[config.mk]
export PLATFORM = sky130hd
export DESIGN_NAME = lsu_ctrl
export DESIGN_NICKNAME = d
export VERILOG_FILES = /design/src/rtl/lsu_ctrl.sv
export SDC_FILE = /design/constraint.sdc
export NUM_CORES = 1
export LEC_CHECK = 0
export CAP_MARGIN = 20
export CORE_MARGIN = 3
export CORE_UTILIZATION = 30
export CTS_BUF_LIST = sky130_fd_sc_hd__clkbuf_8
export CTS_CLUSTER_SIZE = 16
export DETAILED_ROUTE_END_ITERATION = 10
export DONT_BUFFER_PORTS = 1
export GPL_TIMING_DRIVEN = 0
export PLACE_DENSITY = 0.44
export SYNTH_ARGS = -nofsm -noshare
export SYNTH_HDL_FRONTEND = slang
export SYNTH_SLANG_ARGS = --single-unit
[constraint.sdc]
create_clock -name clk -period 4.15 [get_ports clk]
set_clock_uncertainty 0.15 [all_clocks]
set_input_delay 0.83 -clock clk [delete_from_list [all_inputs] [get_ports clk]]
set_output_delay 0.83 -clock clk [all_outputs]
set_load 0.05 [all_outputs]
[src/rtl/lsu_ctrl.sv]
// Load/store sequencer for the core MEM stage: one access at a time on a single data-memory port.
// Optional macro LSU_MISALIGNED_SPLIT_EN splits word-crossing accesses into two memory beats.
package lsu_pkg;
    typedef struct packed {
        logic        write_en;
        logic        read_en;
        logic [4:0]  lsuop;
        logic [31:0] addr;
        logic [31:0] data;
    } core_to_lsu_s;

    typedef struct packed {
        logic [31:0] addr;
        logic [31:0] data;
        logic        write_en;
    } lsu_to_core_s;

    typedef struct packed {
        logic        w_success;
        logic        r_success;
        logic [31:0] data;
    } mem_to_lsu_s;

    typedef struct packed {
        logic        write_en;
        logic        read_en;
        logic [31:0] addr;
        logic [31:0] data;
        logic [3:0]  strb;
    } lsu_to_mem_s;

    // lsuop[1:0] = size (0 byte, 1 half, 2 word), lsuop[2] = zero-extend on loads
    localparam logic [4:0] LSU_LB  = 5'h00;
    localparam logic [4:0] LSU_LH  = 5'h01;
    localparam logic [4:0] LSU_LW  = 5'h02;
    localparam logic [4:0] LSU_LBU = 5'h04;
    localparam logic [4:0] LSU_LHU = 5'h05;
    localparam logic [4:0] LSU_SB  = 5'h08;
    localparam logic [4:0] LSU_SH  = 5'h09;
    localparam logic [4:0] LSU_SW  = 5'h0A;
endpackage

module lsu_ctrl
    import lsu_pkg::*;
#(
    parameter int TIMEOUT_CYCLES = 255
) (
    input  logic         clk,
    input  logic         rst,
    input  core_to_lsu_s core_i,
    output lsu_to_core_s lsu_o,
    output logic         stall_o,
    output logic         done_o,
    output logic         fault_o,
    output logic         fault_cause_o,
    input  mem_to_lsu_s  mem_i,
    output lsu_to_mem_s  mem_o
);
`ifdef LSU_MISALIGNED_SPLIT_EN
    localparam bit SPLIT_EN = 1'b1;
`else
    localparam bit SPLIT_EN = 1'b0;
`endif
    localparam int CW = $clog2(TIMEOUT_CYCLES + 1);

    typedef enum logic [2:0] {IDLE, BEAT0, BEAT1, DONE, FAULT} state_t;
    state_t state_reg, state_next;

    logic          store_reg;
    logic [2:0]    op_reg;
    logic [31:0]   addr_reg, data_reg, lo_reg, hi_reg;
    logic [CW-1:0] cnt_reg;
    logic          cause_reg;

    logic          req, req_misaligned, success, timeout_hit, crosses, beat_active;
    logic [1:0]    off;
    logic [7:0]    pat;
    logic [63:0]   st_wide;
    logic [31:0]   ld_word, load_result;
    logic          unused_op;

    assign unused_op = ^core_i.lsuop[4:3];

    assign req = core_i.read_en | core_i.write_en;
    assign req_misaligned = (core_i.lsuop[1:0] == 2'd1 && core_i.addr[0]) ||
                            (core_i.lsuop[1] && core_i.addr[1:0] != 2'd0);

    // Strobe pattern spans two words; the upper nibble is the second beat.
    assign off = addr_reg[1:0];
    always_comb begin
        case (op_reg[1:0])
            2'd0:    pat = 8'b0000_0001 << off;
            2'd1:    pat = 8'b0000_0011 << off;
            default: pat = 8'b0000_1111 << off;
        endcase
    end
    assign crosses     = |pat[7:4];
    assign st_wide     = {32'b0, data_reg} << {off, 3'b000};
    assign ld_word     = 32'({hi_reg, lo_reg} >> {off, 3'b000});
    assign beat_active = (state_reg == BEAT0) || (state_reg == BEAT1);
    assign success     = store_reg ? mem_i.w_success : mem_i.r_success;
    assign timeout_hit = (cnt_reg == CW'(TIMEOUT_CYCLES - 1));

    always_comb begin
        case (op_reg[1:0])
            2'd0:    load_result = op_reg[2] ? {24'b0, ld_word[7:0]}  : {{24{ld_word[7]}}, ld_word[7:0]};
            2'd1:    load_result = op_reg[2] ? {16'b0, ld_word[15:0]} : {{16{ld_word[15]}}, ld_word[15:0]};
            default: load_result = ld_word;
        endcase
    end

    always_ff @(posedge clk) begin
        if (rst) begin
            state_reg <= IDLE;
            store_reg <= 1'b0;
            op_reg    <= '0;
            addr_reg  <= '0;
            data_reg  <= '0;
            lo_reg    <= '0;
            hi_reg    <= '0;
            cnt_reg   <= '0;
            cause_reg <= 1'b0;
        end else begin
            state_reg <= state_next;
            if (state_reg == IDLE && req) begin
                store_reg <= core_i.write_en;
                op_reg    <= core_i.lsuop[2:0];
                addr_reg  <= core_i.addr;
                data_reg  <= core_i.data;
                hi_reg    <= '0;
                cnt_reg   <= '0;
                cause_reg <= 1'b0;
            end else if (beat_active) begin
                if (success) begin
                    if (state_reg == BEAT0) lo_reg <= mem_i.data;
                    else                    hi_reg <= mem_i.data;
                    cnt_reg <= '0;
                end else begin
                    if (cnt_reg != CW'(TIMEOUT_CYCLES)) cnt_reg <= cnt_reg + 1'b1;
                    if (timeout_hit) cause_reg <= 1'b1;
                end
            end
        end
    end

    always_comb begin
        state_next    = state_reg;
        stall_o       = 1'b0;
        done_o        = 1'b0;
        fault_o       = 1'b0;
        fault_cause_o = 1'b0;
        lsu_o         = '0;
        mem_o         = '0;
        case (state_reg)
            IDLE: begin
                if (req) begin
                    stall_o    = 1'b1;
                    state_next = (req_misaligned && !SPLIT_EN) ? FAULT : BEAT0;
                end
            end
            BEAT0, BEAT1: begin
                stall_o        = 1'b1;
                mem_o.write_en = store_reg;
                mem_o.read_en  = !store_reg;
                mem_o.addr     = {addr_reg[31:2], 2'b00} + ((state_reg == BEAT1) ? 32'd4 : 32'd0);
                mem_o.strb     = (state_reg == BEAT1) ? pat[7:4] : pat[3:0];
                if (store_reg)
                    mem_o.data = (state_reg == BEAT1) ? st_wide[63:32] : st_wide[31:0];
                if (success)
                    state_next = (state_reg == BEAT0 && SPLIT_EN && crosses) ? BEAT1 : DONE;
                else if (timeout_hit)
                    state_next = FAULT;
            end
            DONE: begin
                done_o     = 1'b1;
                state_next = IDLE;
                if (!store_reg) begin
                    lsu_o.write_en = 1'b1;
                    lsu_o.addr     = addr_reg;
                    lsu_o.data     = load_result;
                end
            end
            FAULT: begin
                fault_o       = 1'b1;
                fault_cause_o = cause_reg;
                state_next    = IDLE;
            end
            default: state_next = IDLE;
        endcase
    end
endmodule

==> metrics.txt, run 1 <==
status=finished with violations; failing checks=negative setup slack; Crit path buffers/inverters=2; DR WL/cell=22.7 µm; Tcrit/Tclk final=1.02; Cell Area, Synth=8220 µm²; 1st-pass router iterations=7; CP required=3.17 ns; crit-path leading delay family=compound AO/OA/AOI/OAI gates; sequential cell area=2720 µm²; # setup viols final=10; CTS tree=done; chip width=171 µm; final hold vios=0; number of synthesized flops with an enable pin=0; Critical Path Sink Type=primary output; initial antenna violation count=0; clock network fraction of design power=0.238; LEAKAGE=3.16 nW; area grow syn2layout=18.2%; share of power burned in registers=0.337; Power Density=528 nW/µm²; Most used DFF post-synth=dfxtp_1; filler cell count=2,917; largest net degree at the start of global routing=19; Hold Slack=0.306 ns; most used cell along the critical path=clkbuf_1; area of the multi-input gates=5470 µm²; WL met2=16,100 µm; routed wire length=34,900 µm; post-layout min period=4.21 ns; IO Count=246; clock root buffer=clkbuf_8; most numerous cell in the Yosys netlist=nand2_1; net switching power=2.40 mW; # diodes=0; Die Area=29,400 µm²; met3 WL post-DR=2740 µm; worst slack at placement=-0.755 ns; metal1 wirelength=15,100 µm; critical path startpoint category=flip-flop; largest fanout on the critical path=10; CP max-delay cell=a21oi_1; post-route ant nets=0; RSZ-0062 raised after global routing=true; clk slew on worst S/H paths=0.08 ns; sw frac=0.468; total power=5.13 mW; share of the synthesized area in the top cell type=0.331; number of max-cap violations=0; iteration-0 DRC count of the detailed router=648; vias in the first global route=8,020; Yosys top cell by area=dfxtp_1; final setup margin=-0.0628 ns; HPWL Detailed=26,000 µm; top cells by count, synth=nand2_1 (292), a21oi_1 (181), dfxtp_1 (136); gate count of the mapped netlist=1,146; worst min path class=reg2reg; Slew Viols, Final=0; Worst Max-Slew Pin Slew=1.20 ns; FFs w/ async S/R, synth=0; Total GRT Usage=0.230; Combinational Power Share=0.425; Clock Latency Late Sink=0.47 ns; fmax=0.237 GHz; internal power=2.73 mW; Slew Limit Headroom=0.204; Max VDD drop=0.000153 V; Mean Syn Cell Area=7.17 µm²; H-tree levels=4; Top Metal Used=met4; buffers added on ports=0; # nets final=1,301; first-pass GRT wire length=50,900 µm; post-synthesis register bit count=136; yosys warns=0; gpl congestion=0.909; Die Span Y=171 µm; grt total ovfl=0; worst path cell trace=clkbuf_1 > nor2_2 > nand2_1 > clkbuf_1 > a21oi_1; via count=8,466; Core Region=26,500 µm²; layout cell share with drive strength beyond 1=0.181; CP Data Arrival Time=3.23 ns; Clock Path Buffers=2; post-synthesis sequential area ratio=0.331; Initial Util=0.310; CP peak stage delay=0.99 ns; number of remaining DRC errors=0; ranking of synthesized cells by area=dfxtp_1 (33%), nand2_1 (13%), a21oi_1 (11%); # rows=59; Num CTS Buffers=17; CP Class=reg2out; Via-to-Cell Ratio=5.51; CTS sink count=136; post-synth cell types=55
## worst register-to-register path, cell delays in order, from the launching register on
cell	delay [ns]
dfxtp_2	0.32
buf_6	0.13
buf_4	0.15
nor3_1	0.42
o21ai_1	0.36
buf_2	0.33
clkbuf_1	0.29
nand2_1	0.13
a21oi_1	0.07
## power groups by stage
stage	sequential (mW)	clock, mW	combinational (mW)
4_1_cts	1.72	1.25	2.16
5_1_grt	1.76	1.30	2.37
6_report	1.73	1.22	2.18
2_1_floorplan	1.65	0	1.48
3_3_place_gp	1.75	0	2.02
3_5_place_dp	1.75	0	2.07
## cell usage in the layout, fill, tap and decap left out, drive strengths merged, types with 6 or more instances in the layout
cell,instances
inv,14
nand4,9
a31oi,10
xor2,6
o31ai,11
mux2,26
nand2,292
clkbuf,75
a211oi,9
and2,35
or4,11
nand3,17
nand3b,10
o21ai,41
and4,10
or2,12
or3,18
nor4,7
o21bai,9
nor3b,12
buf,62
a21oi,181
o211ai,8
nor3,19
dfxtp,136
and3,14
xnor2,8
mux2i,48
nor2,56
## routing by layer
metal | up-vias | global-route usage
met5 | - | 0
met4 | 0 | 0.0784
met3 | 44 | 0.0598
met2 | 347 | 0.374
met1 | 4013 | 0.298
li1 | 4062 | -
## through the flow
stage                     TNS, ns  instance area (µm²)  cells  utilization
after floorplan                 0                 8250   1147            -
after global placement     -11.23                 8670   1482        0.327
after detailed placement    -8.92                 8820   1493        0.333
after CTS                  -0.568                 9560   1530        0.361
after global routing        -2.56                 9720   1537        0.367
final                      -0.337                 9720   1537        0.367
## logic make-up (layout without fill, tap and decap cells)
group                    Yosys count  after routing  share of synthesized area
AO/OA/AOI/OAI                    278            278                      0.187
XOR/XNOR                          14             14                     0.0172
adder cells (fa/ha/maj)            6              6                    0.00883
buffers and inverters            106            161                     0.0568
flip-flops                       136            136                      0.331
multiplexers                      74             74                     0.0941
other                              1              2                   0.000456
AND/OR/NAND/NOR                  531            531                      0.304
## worst paths after layout
kind / startpoint / to / slack (ns) / cells past startpoint
max: state_reg[2] / mem_o[26] / -0.06 / 5
min: hi_reg[15] / hi_reg[15] / 0.31 / 2
max reg2reg: state_reg[1] / op_reg[0] / 1.66 / 8
min reg2reg: hi_reg[15] / hi_reg[15] / 0.31 / 2
## cell type report
| class | instances | area share |
|---|---|---|
| Multi-Input combinational cell | 905 | 0.563 |
| Inverter | 10 | 0.00386 |
| Clock buffer | 18 | 0.0255 |
| Clock inverter | 14 | 0.0176 |
| Timing Repair Buffer | 24 | 0.0197 |
| Sequential cell | 136 | 0.280 |
| Tap cell | 335 | 0.0431 |
| Buffer | 95 | 0.0471 |
## repair_timing
item / CTS / global route
pin swaps: 9 / 3
setup endpoints to repair: 62 / 45
resized for setup: 67 / 25
hold buffers: 0 / 0
buffers inserted: 6 / 7
(Power assumes the default switching activity.)
==> run 2: changes to the inputs <==
==> constraint.sdc (replaced) <==
create_clock -name clk -period 4.15 [get_ports clk]
set_clock_uncertainty 0.15 [all_clocks]
set_input_delay 0.415 -clock clk [delete_from_list [all_inputs] [get_ports clk]]
set_output_delay 0.415 -clock clk [all_outputs]
set_load 0.05 [all_outputs]
==> metrics.txt, run 2 (synthesis results as in run 1) <==
status=finished with violations; failing checks=negative setup slack; Critical Path Sink Type=primary output; Initial Util=0.310; Clock Path Buffers=2; Max VDD drop=0.000161 V; Worst R2R End=cause_reg; total power=5.13 mW; IO Count=246; most common cell after layout, fill and taps aside=nand2_1; # setup viols final=7; via count=8,901; Core Region=26,500 µm²; internal power=2.70 mW; iteration-0 DRC count of the detailed router=705; Num CTS Buffers=17; sw frac=0.474; number of remaining DRC errors=0; initial antenna violation count=1; gpl congestion=0.897; HP Start=core_i[69]; post-route ant nets=0; final non-filler cell area=10,400 µm²; Worst Max-Slew Pin Slew=1.20 ns; critical path startpoint category=flip-flop; DP Area=8820 µm²; Die Area=29,400 µm²; Die Span Y=171 µm; RSZ-0062 raised after global routing=true; final hold vios=0; net switching power=2.43 mW; Clock Latency Late Sink=0.46 ns; H-tree levels=4; largest net degree at the start of global routing=17; fmax=0.233 GHz; clk slew on worst S/H paths=0.08 ns; share of power burned in registers=0.338; # rows=59; worst r2r path cells=5; LEAKAGE=3.47 nW; Via-to-Cell Ratio=5.47; CP required=3.59 ns; Slew Viols, Final=0; largest fanout on the critical path=10; Slew Limit Headroom=0.202; buffers added on ports=0; post-layout min period=4.29 ns; Reg2Reg Setup Slack=1.75 ns; 1st-pass router iterations=5; CP Data Arrival Time=3.73 ns; Hold Path End=store_reg; CTS sink count=136; CTS tree=done; setup bufs post-CTS=0; layout cell share with drive strength beyond 1=0.123; DR WL/cell=22.0 µm; vias in the first global route=8,578; clock network fraction of design power=0.233; # nets final=1,392; hold path depth=3; Hold Slack=0.0361 ns; CP Class=reg2out; number of max-cap violations=0; HPWL Detailed=26,200 µm; routed wire length=35,800 µm; first-pass GRT wire length=53,200 µm; final setup margin=-0.140 ns; area grow syn2layout=26.3%; Total GRT Usage=0.237; chip width=171 µm; worst min path class=in2reg; Tcrit/Tclk final=1.03; grt total ovfl=0; clock root buffer=clkbuf_8; worst slack at placement=-0.497 ns; Power Density=494 nW/µm²; Combinational Power Share=0.430; FF-to-FF Start=state_reg[0]; most frequent cells in the layout=nand2_1 (292), a21oi_1 (166), dfxtp_1 (136), dlygate4sd3_1 (100)
[run 2: layout make-up]
class | count | area (µm²)
fillers | 2867 | 16100
multi-input cells | 905 | 5230
flip-flops and latches | 136 | 2720
repair buffers | 115 | 1130
plain buffers | 95 | 447
well taps | 335 | 419
clock buffers | 17 | 234
clock inverters | 14 | 163
inverters | 10 | 37.5
diodes | 1 | 2.50
[run 2: worst max-delay path by stage]
stage                 startpoint        end  slack (ns)
CTS                 state_reg[2]  mem_o[21]        -0.1
detailed placement  state_reg[1]  mem_o[56]       -0.50
global placement    state_reg[1]  mem_o[64]       -0.88
finish              state_reg[2]  mem_o[21]       -0.14
floorplan           state_reg[1]  mem_o[64]        0.07
global route        state_reg[2]  mem_o[26]       -0.20
[run 2: metal layers]
metal | up-vias | track usage | routed length (µm)
met3 | 63 | 0.0584 | 2850
li1 | 4238 | - | -
met1 | 4212 | 0.305 | 15500
met4 | 0 | 0.0801 | 1120
met5 | - | 0 | 0
met2 | 388 | 0.389 | 16300
[run 2: repair_timing]
item | CTS | global route
resized for setup | 31 | 6
setup endpoints to repair | 35 | 27
pin swaps | 3 | 1
hold endpoints to repair | 124 | 0
hold buffers | 100 | 0
gates cloned | 0 | 1
[run 2: metrics by stage]
stage	util	std cells	setup TNS [ns]
6_report	0.392	1628	-0.809
5_1_grt	0.392	1628	-1.30
4_1_cts	0.391	1627	-0.641
3_5_place_dp	0.333	1496	-4.10
3_3_place_gp	0.326	1482	-5.27
2_1_floorplan	-	1147	0
[run 2: critical path: stages, from the launching register on]
cell and delay [ns]:
dfxtp_1 0.40, clkbuf_1 0.28, nor2_1 0.76, nand2_1 0.47
clkbuf_1 0.38, a21oi_1 0.97
[run 2: power groups by stage]
stage,sequential (mW),clock (mW),combinational [mW]
2_1_floorplan,1.65,0,1.47
3_3_place_gp,1.75,0,2.01
3_5_place_dp,1.75,0,2.06
4_1_cts,1.72,1.21,2.20
5_1_grt,1.76,1.27,2.40
6_report,1.73,1.19,2.20
